### config.mk
export PLATFORM = sky130hd
export DESIGN_NAME = usb_ebi_master
export DESIGN_NICKNAME = d
export VERILOG_FILES = /design/src/rtl/usb_ebi_master.sv
export SDC_FILE = /design/constraint.sdc
export NUM_CORES = 1
export LEC_CHECK = 0
export BUFFER_PORTS_ARGS = -buffer_cell sky130_fd_sc_hd__buf_4
export CAP_MARGIN = 20
export CORE_MARGIN = 4
export CORE_UTILIZATION = 48
export CTS_BUF_LIST = sky130_fd_sc_hd__clkbuf_16
export CTS_CLUSTER_DIAMETER = 40
export DETAILED_ROUTE_END_ITERATION = 10
export PLACE_DENSITY = 0.79
export SLEW_MARGIN = 20
export SYNTH_ARGS = -nofsm -noshare
export SYNTH_HDL_FRONTEND = slang
export SYNTH_SLANG_ARGS = --single-unit
export TNS_END_PERCENT = 1
### constraint.sdc
create_clock -name clk -period 2.3 [get_ports clk]
set_input_delay 0.115 -clock clk [delete_from_list [all_inputs] [get_ports clk]]
set_output_delay 0.115 -clock clk [all_outputs]
set_load 0.02 [all_outputs]
### src/rtl/usb_ebi_master.sv
// usb_ebi_master: programmable-timing initiator for the 8-bit USB external-bus interface.
// Define USB_EBI_ADDR_CACHE_EN to skip the ALE phase when the address repeats.
module usb_ebi_master #(
  parameter int ALE_CYCLES    = 1,
  parameter int SETUP_CYCLES  = 1,
  parameter int STROBE_CYCLES = 2,
  parameter int HOLD_CYCLES   = 1,
  parameter int CNT_W         = 4
) (
  input  logic       clk,
  input  logic       reset_i,
  input  logic       cmd_valid,
  output logic       cmd_ready,
  input  logic       cmd_write,
  input  logic [7:0] cmd_addr,
  input  logic [7:0] cmd_wdata,
  output logic       rsp_valid,
  output logic [7:0] rsp_rdata,
  output logic       busy,
  output logic [7:0] usb_addr,
  output logic       usb_ale_n,
  output logic       usb_ce_n,
  output logic       usb_rd_n,
  output logic       usb_wr_n,
  output logic [7:0] usb_d_out,
  output logic       usb_d_oe,
  input  logic [7:0] usb_d_in
);
  typedef enum logic [2:0] {IDLE, ALE, SETUP, STROBE, HOLD} state_t;
  localparam logic [CNT_W-1:0] ALE_L    = CNT_W'(ALE_CYCLES - 1);
  localparam logic [CNT_W-1:0] SETUP_L  = CNT_W'(SETUP_CYCLES - 1);
  localparam logic [CNT_W-1:0] STROBE_L = CNT_W'(STROBE_CYCLES - 1);
  localparam logic [CNT_W-1:0] HOLD_L   = CNT_W'(HOLD_CYCLES - 1);
  state_t state, state_n;
  logic [CNT_W-1:0] cnt, cnt_n;
  logic wr_q, wr_nx, acc, last, skip;
  assign cmd_ready = state == IDLE && !reset_i;
  assign busy = state != IDLE;
  assign acc = cmd_valid && cmd_ready;
  assign last = cnt == '0;
  assign wr_nx = acc ? cmd_write : wr_q;
`ifdef USB_EBI_ADDR_CACHE_EN
  // usb_addr always holds the last accepted address, so only a valid flag is needed
  logic cache_vld;
  always_ff @(posedge clk or posedge reset_i)
    if (reset_i) cache_vld <= 1'b0;
    else if (acc) cache_vld <= 1'b1;
  assign skip = cache_vld && usb_addr == cmd_addr;
`else
  assign skip = 1'b0;
`endif
  always_comb begin
    state_n = state;
    cnt_n = last ? cnt : cnt - 1'b1;
    case (state)
      IDLE:   if (acc) begin state_n = skip ? SETUP : ALE; cnt_n = skip ? SETUP_L : ALE_L; end
      ALE:    if (last) begin state_n = SETUP; cnt_n = SETUP_L; end
      SETUP:  if (last) begin state_n = STROBE; cnt_n = STROBE_L; end
      STROBE: if (last) begin state_n = HOLD; cnt_n = HOLD_L; end
      HOLD:   if (last) state_n = IDLE;
      default: state_n = IDLE;
    endcase
  end
  // bus pins are registered from the next state so they change with the phase edge
  always_ff @(posedge clk or posedge reset_i)
    if (reset_i) begin
      state     <= IDLE;
      cnt       <= '0;
      wr_q      <= 1'b0;
      usb_addr  <= '0;
      usb_d_out <= '0;
      usb_ale_n <= 1'b1;
      usb_ce_n  <= 1'b1;
      usb_rd_n  <= 1'b1;
      usb_wr_n  <= 1'b1;
      usb_d_oe  <= 1'b0;
      rsp_valid <= 1'b0;
      rsp_rdata <= '0;
    end else begin
      state     <= state_n;
      cnt       <= cnt_n;
      wr_q      <= wr_nx;
      usb_addr  <= acc ? cmd_addr : usb_addr;
      usb_d_out <= acc && cmd_write ? cmd_wdata : usb_d_out;
      usb_ale_n <= state_n != ALE;
      usb_ce_n  <= state_n == IDLE;
      usb_rd_n  <= !(state_n == STROBE && !wr_nx);
      usb_wr_n  <= !(state_n == STROBE && wr_nx);
      usb_d_oe  <= wr_nx && state_n != IDLE && state_n != ALE;
      rsp_valid <= state == HOLD && last;
      rsp_rdata <= state == STROBE && last && !wr_q ? usb_d_in : rsp_rdata;
    end
endmodule
==> results.cfg <==
[run_status]
status = finished with violations
failed_checks = negative hold slack

[route]
avgViaCountPerCell = 5.01
drc = 0
antenna_left = 0
totalWireLength_mm = 3.31
drt_iter0_drc = 40
drtPass1Iterations = 4
vias = 1142
wire_per_inst_um = 14.5

[timing]
timing.setup.tns_ps = 0
finalCritPeriodShare_pct = 90.5
setup_viol = 0
finalHoldViolCount = 18
worst_slew_pin_slew_ps = 689
clock_skew_ps = 1.07
finalCriticalPeriod_ps = 2080
whs_ps = -32.1
rsz0062_at_grt = false
slew_headroom_pct = 54.0
slew_viol_final = 0
max_freq_mhz = 480

[die]
die_w_um = 66.7
coreArea_um2 = 3340
num_rows = 21
ios = 60
die_area_um2 = 4440
initial_core_util_pct = 49.5
die_y_um = 66.7

[setup_path]
end_kind = register
r2r_start = cnt[0]
crit_fanout = 8
reg2reg_to = rsp_rdata[0]
critPathArrivalTime_ps = 2240
worstPathRequired_ps = 2460
r2r_cells = 5
start_kind = register
regToRegSetupSlack_ps = 220
worstSetupPathType = reg -> reg

[final_layout]
layout_commonest_cell = buf_4
layout-drive-gt1-share_pct = 55.5
final_cell_mix = buf_4 (61), dfrtp_1 (34), mux2_2 (19), inv_1 (6)
nets = 213
area_growth_pct = 38.2
finish.utilization_pct = 68.4
diodes = 0

[place]
dp_hpwl_mm = 2.52
portBuffers = 59
place_congestion = 0.840

[synthesis]
ys.flop_type = dfrtp_1
synth_edf_count = 0
ys_seq_area_share_pct = 57.9
synth_cell_types = 33
synthArstFlopShare_pct = 100
avgSynthCellArea_um2 = 13.9
synth_cells = 119
synthTopCellsByArea = dfrtp_1 (52%), mux2_2 (13%), dfstp_2 (6.4%), mux2_4 (4.5%), ha_1 (2.3%)
ys_ff_latch = 38
syn-cell-area_um2 = 1650
yosysWarnings = 0
yosysTopAreaCell = dfrtp_1
yosysTopAreaCellShare_pct = 51.5
syn_nets = 150

[clocking]
cts_resized = 0
cts.reportedPaths.clkPinSlew_ps = 50
clock_latency_ps = 280
cts-root-buf = clkbuf_16
cts_tree = done
clk_path_buf_depth = 2
cts_buffers = 5
htree_num_levels = 2
cts_hold_buf = 0
cts_sinks = 38
post_cts_buffers = 0

[min_path]
worstHoldPathType = in -> async

[pwr]
power_leakage_nw = 1.11
power.density_nw_per_um2 = 1520
ir_drop_v = 0.000829
power_mw = 3.47

[flow_run]
max_cap_viol_count = 0

[global_routing]
grt_overflow_total = 0
antenna_found_initial = 0
grt_pass1_vias = 1194
grt_first_pass_wirelength_mm = 5.38
grt_start_max_net_pins = 21
grt_usage_pct = 16.6
metrics by stage:
stage	area, um2	setup WS, ps	hold WS (ps)	std cells
floorplan	1650	476	243	119
global placement	2120	352	272	221
detailed placement	2120	232	290	221
CTS	2280	202	0.556	228
global route	2280	63.3	42.4	228
finish	2280	219	-32.1	228
kinds of logic (layout without fill, tap and decap cells):
logic type | count (synthesis) | after routing | synth area share [%]
simple gates | 29 | 29 | 12.0
compound gates | 10 | 10 | 4.09
buf+inv | 11 | 74 | 4.01
flops | 38 | 38 | 57.9
fa+ha+maj | 3 | 3 | 2.27
xor+xnor | 2 | 2 | 1.06
mux | 26 | 26 | 18.7
critical path, stage by stage (launching register included):
cell and delay [ps]:
dfrtp_1 400, inv_1 100, ha_1 230, nor3b_2 380, and4_1 470, mux2_2 380
cell usage after synthesis (2+ instances only):
cell,instances
mux2_4,5
xnor2_1,2
mux2_2,19
nor3_1,2
ha_1,3
a22oi_1,2
nor2b_1,2
and3_1,2
nand3_1,5
nand2b_1,2
nor2_1,5
inv_1,6
clkbuf_1,2
a21oi_1,2
nand2_1,3
dfrtp_1,34
o21ai_0,2
o21bai_1,2
mux2i_1,2
dfstp_2,4
per-layer routing:
metal	wire length, um	global-route usage (%)	part of all wire (%)	vias up
li1	-	-	-	540
met1	1210	19.3	36	543
met2	1700	27.0	51	50
met3	335	6.41	10	9
met4	74	7.61	2.2	0
met5	0	0	0	-
worst max path at each step:
stage,from,end,slack [ps],cells past startpoint
2_1_floorplan,state[1],usb_addr[0],480,5
3_3_place_gp,cnt[0],rsp_rdata[3],350,5
3_5_place_dp,cnt[0],rsp_rdata[0],230,5
4_1_cts,cnt[0],rsp_rdata[1],200,5
5_1_grt,cnt[0],rsp_rdata[0],60,5
6_report,cnt[0],rsp_rdata[0],220,5
state kept, by name, summed over array words and instances (netlist names):
name	cells
wr_q	1
usb_ce_n	1
rsp_valid	1
usb_ale_n	1
usb_wr_n	1
usb_rd_n	1
state	3
usb_addr	8
cnt	4
usb_d_oe	1
usb_d_out	8
rsp_rdata	8
power by group:
group / switching (mW) / total, mW / internal [mW]
logic: 0.750 / 1.51 / 0.759
clock network: 0.239 / 0.739 / 0.501
registers: 0.227 / 1.22 / 0.993
total: 1.22 / 3.47 / 2.25
area by class of cell:
class / count / area, um2
inverter: 6 / 22.5
clock buffer: 5 / 125
sequential: 38 / 956
multi-input combinational: 70 / 629
timing repair buffer: 61 / 458
tap: 46 / 57.6
clock inverter: 2 / 33.8
fill: 255 / 1050
No activity file was read; power rests on OpenSTA's default activity.
